### src/rtl/irq_vector_ctrl_if.sv
// Core-side interrupt handshake bundle: request/vector/id/service status
// toward the core, acknowledge and end-of-interrupt back from it.
interface irq_vector_ctrl_if #(
   parameter int NUM_SRC = 8,
   parameter int ADDR_W  = 32
);
   localparam int ID_W = (NUM_SRC > 1) ? $clog2(NUM_SRC) : 1;

   logic              irq;
   logic [ADDR_W-1:0] irq_addr;
   logic [ID_W-1:0]   active_id;
   logic              in_service;
   logic              irq_ack;
   logic              eoi;

   // Controller side drives the request, core side answers with ack/eoi.
   modport master (
      output irq, irq_addr, active_id, in_service,
      input  irq_ack, eoi
   );

   modport slave (
      input  irq, irq_addr, active_id, in_service,
      output irq_ack, eoi
   );
endinterface

### src/rtl/irq_vector_ctrl.sv
// Multi-source vectored interrupt controller in front of the MIPS core.
// Fixed priority (lowest index wins), per-source edge/level mode and enable,
// sticky overrun flags, and a request -> ack -> eoi service handshake.
module irq_vector_ctrl #(
   parameter int                NUM_SRC    = 8,
   parameter int                ADDR_W     = 32,
   parameter logic [ADDR_W-1:0] VEC_BASE   = 'h20,
   parameter logic [ADDR_W-1:0] VEC_STRIDE = 'h10
) (
   input  logic               clk,
   input  logic               rst,
   input  logic [NUM_SRC-1:0] src,
   input  logic [NUM_SRC-1:0] src_en,
   input  logic [NUM_SRC-1:0] src_edge,
   output logic [NUM_SRC-1:0] overrun,
   input  logic [NUM_SRC-1:0] ovr_clr,
   irq_vector_ctrl_if.master  bus
);
   localparam int ID_W = (NUM_SRC > 1) ? $clog2(NUM_SRC) : 1;

   typedef enum logic [1:0] {IDLE, REQ, SERVICE} state_t;

   state_t              state_reg, state_next;
   logic [NUM_SRC-1:0]  src_q_reg;
   logic [NUM_SRC-1:0]  pend_reg, pend_next;
   logic [NUM_SRC-1:0]  overrun_reg, overrun_next;
   logic [ID_W-1:0]     id_reg;
   logic [ADDR_W-1:0]   addr_reg;

   logic [NUM_SRC-1:0]  rise, clr, pend, req, ovr_set;
   logic [ID_W-1:0]     sel_id;
   logic [ADDR_W-1:0]   vec_addr;
   logic                req_any;
   logic                ack_take;

   // An ack only counts while a request is actually outstanding.
   assign ack_take = (state_reg == REQ) && bus.irq_ack;

   // Per-source pending/overrun bookkeeping. Level sources bypass the
   // pending latch entirely; a new edge always beats the ack-driven clear.
   generate
      for (genvar gi = 0; gi < NUM_SRC; gi++) begin : g_src
         assign rise[gi]         = src_edge[gi] & src[gi] & ~src_q_reg[gi];
         assign clr[gi]          = ack_take && (id_reg == ID_W'(gi));
         assign pend[gi]         = src_edge[gi] ? pend_reg[gi] : src[gi];
         assign pend_next[gi]    = rise[gi] | (pend_reg[gi] & ~clr[gi]);
         assign ovr_set[gi]      = rise[gi] & pend_reg[gi] & ~clr[gi];
         assign overrun_next[gi] = ovr_set[gi] | (overrun_reg[gi] & ~ovr_clr[gi]);
      end
   endgenerate

   assign req     = pend & src_en;
   assign req_any = |req;

   // Lowest-index requester wins; vector is base plus id times stride.
   always_comb begin
      sel_id = '0;
      for (int i = NUM_SRC - 1; i >= 0; i--) begin
         if (req[i]) sel_id = ID_W'(i);
      end
      vec_addr = VEC_BASE + ADDR_W'(sel_id) * VEC_STRIDE;
   end

   // Edge history, pending edges and sticky overrun flags.
   always_ff @(posedge clk or negedge rst) begin
      if (!rst) begin
         src_q_reg   <= '0;
         pend_reg    <= '0;
         overrun_reg <= '0;
      end else begin
         src_q_reg   <= src;
         pend_reg    <= pend_next;
         overrun_reg <= overrun_next;
      end
   end

   // Capture the winner when leaving IDLE; held through REQ and SERVICE.
   always_ff @(posedge clk or negedge rst) begin
      if (!rst) begin
         id_reg   <= '0;
         addr_reg <= '0;
      end else if (state_reg == IDLE && req_any) begin
         id_reg   <= sel_id;
         addr_reg <= vec_addr;
      end
   end

   // FSM state register.
   always_ff @(posedge clk or negedge rst) begin
      if (!rst) state_reg <= IDLE;
      else      state_reg <= state_next;
   end

   // FSM next-state: no pre-emption, no nesting; stray ack/eoi ignored.
   always_comb begin
      state_next = state_reg;
      case (state_reg)
         IDLE:    if (req_any)     state_next = REQ;
         REQ:     if (bus.irq_ack) state_next = SERVICE;
         SERVICE: if (bus.eoi)     state_next = IDLE;
         default:                  state_next = IDLE;
      endcase
   end

   // FSM outputs: decoded straight from the registered state.
   always_comb begin
      bus.irq        = (state_reg == REQ);
      bus.in_service = (state_reg == SERVICE);
   end

   assign bus.irq_addr  = addr_reg;
   assign bus.active_id = id_reg;
   assign overrun       = overrun_reg;

endmodule

### src/flat_wrapper.sv
// flat-port wrapper written by rule: the top's interface ports become plain ports
module irq_vector_ctrl_flat 
#(
   parameter int                NUM_SRC    = 8,
   parameter int                ADDR_W     = 32,
   parameter logic [ADDR_W-1:0] VEC_BASE   = 'h20,
   parameter logic [ADDR_W-1:0] VEC_STRIDE = 'h10
)
  (clk, rst, src, src_en, src_edge, overrun, ovr_clr, bus_irq, bus_irq_addr, bus_active_id, bus_in_service, bus_irq_ack, bus_eoi);
  irq_vector_ctrl_if #(.NUM_SRC(NUM_SRC), .ADDR_W(ADDR_W)) bus_i ();
  input  logic clk;
  input  logic rst;
  input  logic [NUM_SRC-1:0] src;
  input  logic [NUM_SRC-1:0] src_en;
  input  logic [NUM_SRC-1:0] src_edge;
  output logic [NUM_SRC-1:0] overrun;
  input  logic [NUM_SRC-1:0] ovr_clr;
  output wire logic [$bits(bus_i.irq)-1:0] bus_irq;
  output wire logic [$bits(bus_i.irq_addr)-1:0] bus_irq_addr;
  output wire logic [$bits(bus_i.active_id)-1:0] bus_active_id;
  output wire logic [$bits(bus_i.in_service)-1:0] bus_in_service;
  input wire logic [$bits(bus_i.irq_ack)-1:0] bus_irq_ack;
  input wire logic [$bits(bus_i.eoi)-1:0] bus_eoi;
  assign bus_irq = bus_i.irq;
  assign bus_irq_addr = bus_i.irq_addr;
  assign bus_active_id = bus_i.active_id;
  assign bus_in_service = bus_i.in_service;
  assign bus_i.irq_ack = bus_irq_ack;
  assign bus_i.eoi = bus_eoi;
  irq_vector_ctrl #(.NUM_SRC(NUM_SRC), .ADDR_W(ADDR_W), .VEC_BASE(VEC_BASE), .VEC_STRIDE(VEC_STRIDE)) u_core (.clk(clk), .rst(rst), .src(src), .src_en(src_en), .src_edge(src_edge), .overrun(overrun), .ovr_clr(ovr_clr), .bus(bus_i));
endmodule
### config.mk
export PLATFORM = sky130hd
export DESIGN_NAME = irq_vector_ctrl_flat
export DESIGN_NICKNAME = d
export VERILOG_FILES = /design/src/rtl/irq_vector_ctrl_if.sv /design/src/rtl/irq_vector_ctrl.sv /design/src/flat_wrapper.sv
export SDC_FILE = /design/constraint.sdc
export NUM_CORES = 1
export LEC_CHECK = 0
export BUFFER_PORTS_ARGS = -buffer_cell sky130_fd_sc_hd__buf_2
export CAP_MARGIN = 20
export CORE_ASPECT_RATIO = 1.75
export CORE_MARGIN = 1.5
export CORE_UTILIZATION = 49
export DETAILED_ROUTE_END_ITERATION = 6
export HOLD_SLACK_MARGIN = 0.02
export PLACE_DENSITY = 0.85
export SKIP_LAST_GASP = 1
export SLEW_MARGIN = 20
export SYNTH_ARGS = -nofsm -noshare
export SYNTH_HDL_FRONTEND = slang
export SYNTH_SLANG_ARGS = --single-unit
export TNS_END_PERCENT = 20
### constraint.sdc
create_clock -name clk -period 3.89 [get_ports clk]
set_input_delay 0.1945 -clock clk [delete_from_list [all_inputs] [get_ports clk]]
set_output_delay 0.1945 -clock clk [all_outputs]
set_load 0.1 [all_outputs]
==> results of run 1 <==
==> layout make-up <==
type                       instances  share of cell area [%]
clock inverter                     2                  0.5161
timing repair buffer              53                   13.94
tap                               43                   2.774
multi-input combinational        107                   35.29
clock buffer                       6                   4.258
sequential                        32                   41.29
inverter                          10                   1.935
==> cell families (layout without fill, tap and decap cells) <==
logic type	Yosys count	in the layout	share of synthesized area, %
compound gates	26	26	11.45
fa+ha+maj	1	1	0.7632
buf+inv	39	71	15.57
flops	32	32	48.86
mux	13	13	10.00
other cells	1	28	0.2288
simple gates	39	39	13.13
==> worst paths after layout <==
check                                    endpoint  cells past startpoint           startpoint
min in group asynchronous       u_core.overrun[6]                      2                  rst
setup / recovery           u_core.bus.irq_addr[6]                      6   u_core.pend_reg[4]
hold / removal                u_core.src_q_reg[1]                      1               src[1]
hold reg to reg               u_core.state_reg[0]                      1  u_core.state_reg[1]
max in group asynchronous       u_core.overrun[2]                      2                  rst
setup reg to reg           u_core.bus.irq_addr[6]                      6   u_core.pend_reg[4]
==> report_power, final <==
part	internal, mW	leakage [nW]	switching [mW]
clock network	0.141	0.0510	0.115
registers	0.427	0.374	0.0701
logic	0.197	0.548	0.720
total	0.765	0.973	0.905
==> stage by stage <==
| stage | total power [mW] | worst slack (ns) | std cells | area (um2) | hold slack, ns |
|---|---|---|---|---|---|
| detailed placement | 1.423 | 2.055 | 244 | 1837 | 0.2836 |
| global route | 1.756 | 1.975 | 253 | 1939 | 0.03588 |
| finish | 1.670 | 2.061 | 253 | 1939 | 0.04562 |
| CTS | 1.686 | 2.058 | 253 | 1939 | 0.03738 |
| floorplan | 1.303 | 1.151 | 178 | 1740 | -0.1011 |
| global placement | 1.413 | 2.115 | 244 | 1837 | 0.2738 |
==> critical path, cell delays in order, from the launching register on <==
cell	delay, ns
dfrtp_1	0.37
mux2_1	0.29
nand2_1	0.15
nand3b_1	0.10
a31oi_1	0.27
ha_1	0.28
mux2_4	0.25
==> metal layers <==
metal  wire [um]  GRT usage (%)  part of all wire, %
met1        1174          20.62                   39
met2        1556          29.58                   52
met5           0              0                    0
met4          61          9.444                  2.0
met3         193          4.299                  6.5
==> placed cells by master (no fill, tap or decap) <==
cell type / Yosys / layout
a32o_1: 1 / 1
inv_1: 10 / 10
a211oi_1: 1 / 1
mux2i_1: 1 / 1
nor3_1: 1 / 1
o21a_4: 1 / 1
clkinv_2: 0 / 2
buf_2: 0 / 52
a21oi_1: 2 / 2
a32oi_1: 1 / 1
nand2_1: 18 / 18
nor2b_1: 2 / 2
conb_1: 1 / 28
mux2_2: 4 / 4
nor2_1: 1 / 1
or2_1: 1 / 1
nand2b_1: 3 / 3
a22oi_4: 1 / 1
mux2_4: 5 / 5
mux2_1: 3 / 3
nand3_1: 2 / 2
ha_1: 1 / 1
o2bb2ai_1: 1 / 1
o21ai_1: 3 / 3
o31ai_1: 2 / 2
clkbuf_8: 0 / 6
nand3b_1: 9 / 9
dfrtp_1: 32 / 32
o21ai_0: 4 / 4
nand4_1: 1 / 1
o22ai_1: 8 / 8
a31oi_1: 1 / 1
nand3_4: 1 / 1
dlygate4sd3_1: 0 / 1
==> impl_results.md, run 1 <==
- CP Capture Type: flip-flop
- Final Net Count: 246
- Synth Instances: 151
- Final Util: 61.07%
- Ys flop type: dfrtp_1
- Pwr Density: 861.1 nW/um2
- Num CTS Buffers: 5
- Lkg Pwr: 0.9729 nW
- Clock skew: 0.002844 ns
- FMAX: 0.5468 GHz
- Die width: 46.72 um
- Starting Density: 51.62%
- Hold_buf cts: 1
- Multi-input gate area: 684.4 um2
- Starting DRT DRC Count: 8
- YS warnings: 0
- Total iterations of the first detailed-routing run: 3
- Most common cell in the netlist: dfrtp_1
- Least-Margin Pin Slew: 0.7045 ns
- Core Area: 3176 um2
- CP arrival: 1.99 ns
- CTS resizes: 0
- # IOs: 81
- Fin crit share: 47.01%
- DRT antenna net count: 0
- # Post-CTS Setup Buffers: 0
- Fillers: 298
- Yosys top cell area share: 48.85%
- Mean Syn Cell Area: 10.85 um2
- Vias in the first global route: 1,110
- Max IR drop VDD: 0.6867 mV
- EDFF count, synth: 0
- P&R area growth vs syn: 18.32%
- Ys async rst share: 100.0%
- Hold Path Class: in -> reg
- Final setup TNS: 0 ns
- Largest net degree at the start of global routing: 33
- DRC viols: 0
- Initial antenna violation count: 0
- TritonCTS Sinks: 32
- Die Area: 3715 um2
- Req. time, crit path: 4.06 ns
- Fin. Hold Viols: 0
- Synthesized area: 1639 um2
- Tmin final: 1.829 ns
- Ranking of synthesized cells by area: dfrtp_1 (49%), buf_4 (13%), mux2_4 (4.6%)
- Setup-failing EPs final: 0
- First-pass GRT wire length: 4.809 mm
- Clk pin slew, worst setup/hold paths: 0.06 ns
- Detail Placement HPWL: 2.360 mm
- Cell taking the most area after synthesis: dfrtp_1
- Slew Limit Fails: 0
- Crit-path max FO: 3
- GRT Residual Overflow: 0
- FF+latch count, synth: 32
- Unrepaired setup endpoints after global routing: false
- Seq/Total Area, Yosys: 48.85%
- Synth top cells by count: dfrtp_1 (32), buf_4 (29), nand2_1 (18)
- Placement Rows: 27
- Final wirelength: 2.986 mm
- Outcome: completed
- Die height: 79.51 um
- Global placer's final weighted congestion: 0.7757
- Flop2flop setup slack: 2.06 ns
- Worst setup SP type: flip-flop
- CTS tree: yes
- Share of layout cells above drive strength 1: 34.29%
- CTS H-tree lvls: 2
- Worst skew pair latency: 0.28 ns
- Reg area: 800.8 um2
- Port Buf Inserts: 52
- Number of distinct library cells after synthesis: 31
- Rel. slew slack: 53.03%
- Drt wl/cell: 11.80 um
- ANT cells: 0
- Total track usage: 17.99%
- Root buf cell: clkbuf_8
- Clock buffer depth: 2
- Max cap viols: 0
- Detailed-route via count: 1,191
- Avg Vias per Cell: 4.708
- Setup Crit Path Kind: reg -> reg
(Power assumes the default switching activity.)
==> inputs of run 2 (changes only) <==
--- a/config.mk
+++ b/config.mk
@@ -9,10 +9,10 @@
 export CAP_MARGIN = 20
 export CORE_ASPECT_RATIO = 1.75
 export CORE_MARGIN = 1.5
-export CORE_UTILIZATION = 49
+export CORE_UTILIZATION = 41
 export DETAILED_ROUTE_END_ITERATION = 6
 export HOLD_SLACK_MARGIN = 0.02
-export PLACE_DENSITY = 0.85
+export PLACE_DENSITY = 0.76
 export SKIP_LAST_GASP = 1
 export SLEW_MARGIN = 20
 export SYNTH_ARGS = -nofsm -noshare
==> constraint.sdc (replaced) <==
create_clock -name clk -period 1.52 [get_ports clk]
set_input_delay 0.076 -clock clk [delete_from_list [all_inputs] [get_ports clk]]
set_output_delay 0.076 -clock clk [all_outputs]
set_load 0.1 [all_outputs]
==> impl_results.md, run 2 (same netlist as run 1, synthesis figures left out) <==
- CTS tree: yes
- P&R area growth vs syn: 38.93%
- Clk pin slew, worst setup/hold paths: 0.06 ns (about the same)
- # IOs: 81 (unchanged)
- Port Buf Inserts: 52 (unchanged)
- Starting Density: 42.39% (-9.2 points)
- Initial antenna violation count: 0 (unchanged)
- WHS Path Cells: 3 (+2)
- Commonest non-fill, non-tap cell in the layout: buf_2
- Starting DRT DRC Count: 16 (+8)
- Detailed-route via count: 1,336 (+12%)
- Clock skew: 0.002741 ns (-0.0001026 ns)
- Vias in the first global route: 1,334 (+20%)
- TritonCTS Sinks: 32 (unchanged)
- Avg Vias per Cell: 4.607 (-2.1%)
- Total iterations of the first detailed-routing run: 4 (+1)
- Min-Delay Startpoint: src_edge[3]
- Crit-path max FO: 3 (unchanged)
- Req. time, crit path: 1.69 ns (-2.37 ns)
- Final Util: 58.90% (-2.2 points)
- Worst R2R Path Depth: 6 (unchanged)
- Global placer's final weighted congestion: 0.7795 (+0.49%)
- Detail Placement HPWL: 2.506 mm (+6.2%)
- Setup-failing EPs final: 7 (+7)
- ANT cells: 0 (unchanged)
- Worst skew pair latency: 0.28 ns (about the same)
- Critical Path Max Stage Delay: 0.38 ns (about the same)
- Crit-path slowest cell: dfrtp_1
- Num CTS Buffers: 5 (unchanged)
- Critical R2R Launch: u_core.pend_reg[0]
- Setup Crit Path Kind: reg -> reg
- DRT antenna net count: 0 (unchanged)
- Drt wl/cell: 12.28 um (+4.0%)
- Slew Limit Fails: 0 (unchanged)
- Most frequent cells in the layout: buf_2 (52), dfrtp_1 (31), conb_1 (28)
- Final worst setup slack: -0.2205 ns (-2.282 ns)
- Die width: 50.80 um (+8.7%)
- Total track usage: 17.88% (-0.11 points)
- FMAX: 0.5745 GHz (+5.1%)
- Post-DP Area: 1947 um2 (+6.0%)
- Largest net degree at the start of global routing: 33 (unchanged)
- Outcome: complete, but fails checks
- CP arrival: 1.91 ns (-0.08 ns)
- Origin of the worst setup path: u_core.pend_reg[0]
- Root buf cell: clkbuf_8
- Die Area: 4401 um2 (+18%)
- Final Net Count: 279 (+13%)
- Total Power: 4.527 mW (+170%)
- Unrepaired setup endpoints after global routing: true
- DRC viols: 0 (unchanged)
- First-pass GRT wire length: 5.685 mm (+18%)
- CP Capture Type: flip-flop
- R2r endpoint: u_core.bus.irq_addr[6]
- Max cap viols: 0 (unchanged)
- Lkg Pwr: 1.133 nW (+16%)
- GRT Residual Overflow: 0 (unchanged)
- Pwr Density: 1988 nW/um2 (+130%)
- Max IR drop VDD: 1.625 mV (+140%)
- CTS H-tree lvls: 2 (unchanged)
- Final std cell area, no fill: 2277 um2 (+17%)
- Die height: 86.64 um (+9.0%)
- Clock buffer depth: 2 (unchanged)
- Fin. Hold Viols: 0 (unchanged)
- Share of layout cells above drive strength 1: 39.26% (+5.0 points)
- Core Area: 3866 um2 (+22%)
- Tmin final: 1.741 ns (-0.08816 ns)
- Failing checks: negative setup slack
- Fin crit share: 114.5% (+67 points)
- Hold Path Class: in -> reg
- Worst setup SP type: flip-flop
- Crit path cell chain: mux2_1 -> nand2_2 -> nand4_1 -> nor2b_4 -> ha_1 -> mux2_4
- Final setup TNS: -1.094 ns (-1.094 ns)
- Placement Rows: 30 (+11%)
- Hold endpoint: u_core.pend_reg[3]
- Flop2flop setup slack: -0.22 ns (-2.28 ns)
- Final wirelength: 3.561 mm (+19%)
[run 2: changes by cell type in the layout (fill, tap and decap cells not counted), sizes merged]
cell	delta
clkbuf	+1
dlygate4sd3	+18
buf	+15
clkinv	-2
[run 2: power by group]
group	leakage, nW	internal (mW)	switching [mW]	total [mW]
sequential	0.373	1.10	0.193	1.29
clock	0.0503	0.402	0.291	0.693
combinational	0.710	0.651	1.89	2.54
total	1.13	2.15	2.38	4.53
[run 2: through the flow]
| stage | setup slack (ns) | std cells | hold slack (ns) |
|---|---|---|---|
| 2_1_floorplan | -0.2495 | 178 | -0.2196 |
| 3_3_place_gp | -0.2197 | 261 | 0.1178 |
| 3_5_place_dp | -0.2785 | 261 | 0.1175 |
| 4_1_cts | -0.2207 | 290 | 0.07874 |
| 5_1_grt | -0.2801 | 290 | 0.09774 |
| 6_report | -0.2205 | 290 | 0.08615 |
[run 2: worst max path at each step]
| stage | endpoint | cells after the start | slack, ns |
|---|---|---|---|
| 6_report | u_core.bus.irq_addr[6] | 6 | -0.22 |
| 5_1_grt | u_core.bus.irq_addr[6] | 6 | -0.28 |
| 4_1_cts | u_core.bus.irq_addr[6] | 6 | -0.22 |
| 3_5_place_dp | u_core.bus.irq_addr[6] | 6 | -0.28 |
| 3_3_place_gp | u_core.bus.irq_addr[6] | 6 | -0.22 |
| 2_1_floorplan | u_core.overrun[0] | 5 | -0.25 |
[run 2: worst max-delay path: cells and delay by family, from the launching register on]
family / cells / cell delay, ns
adder cells (fa/ha/maj): 1 / 0.23
flip-flops: 1 / 0.38
multiplexers: 2 / 0.56
AND/OR/NAND/NOR: 3 / 0.47
[run 2: layer usage]
layer  global-route usage [%]  vias up  routed length, um
met5                        0        -                  0
li1                         -      646                  -
met1                    18.43      633               1371
met3                    4.655        6                183
met4                    10.32        0                 85
met2                    31.82       51               1921
[run 2: cell type report]
cell class	instances	area (um2)
Inverter	10	37.54
Timing Repair Buffer	86	563.0
Fill cell	346	1589
Sequential cell	32	802.0
Multi-Input combinational cell	107	718.2
Tap cell	48	60.06
Clock buffer	7	96.34
[run 2: what timing repair did]
action,CTS,global route
hold endpoints to repair,50,0
pin swaps,5,1
hold buffers,19,0
gates resized for setup,5,2
buffers inserted,3,0
setup endpoints to repair,4,8
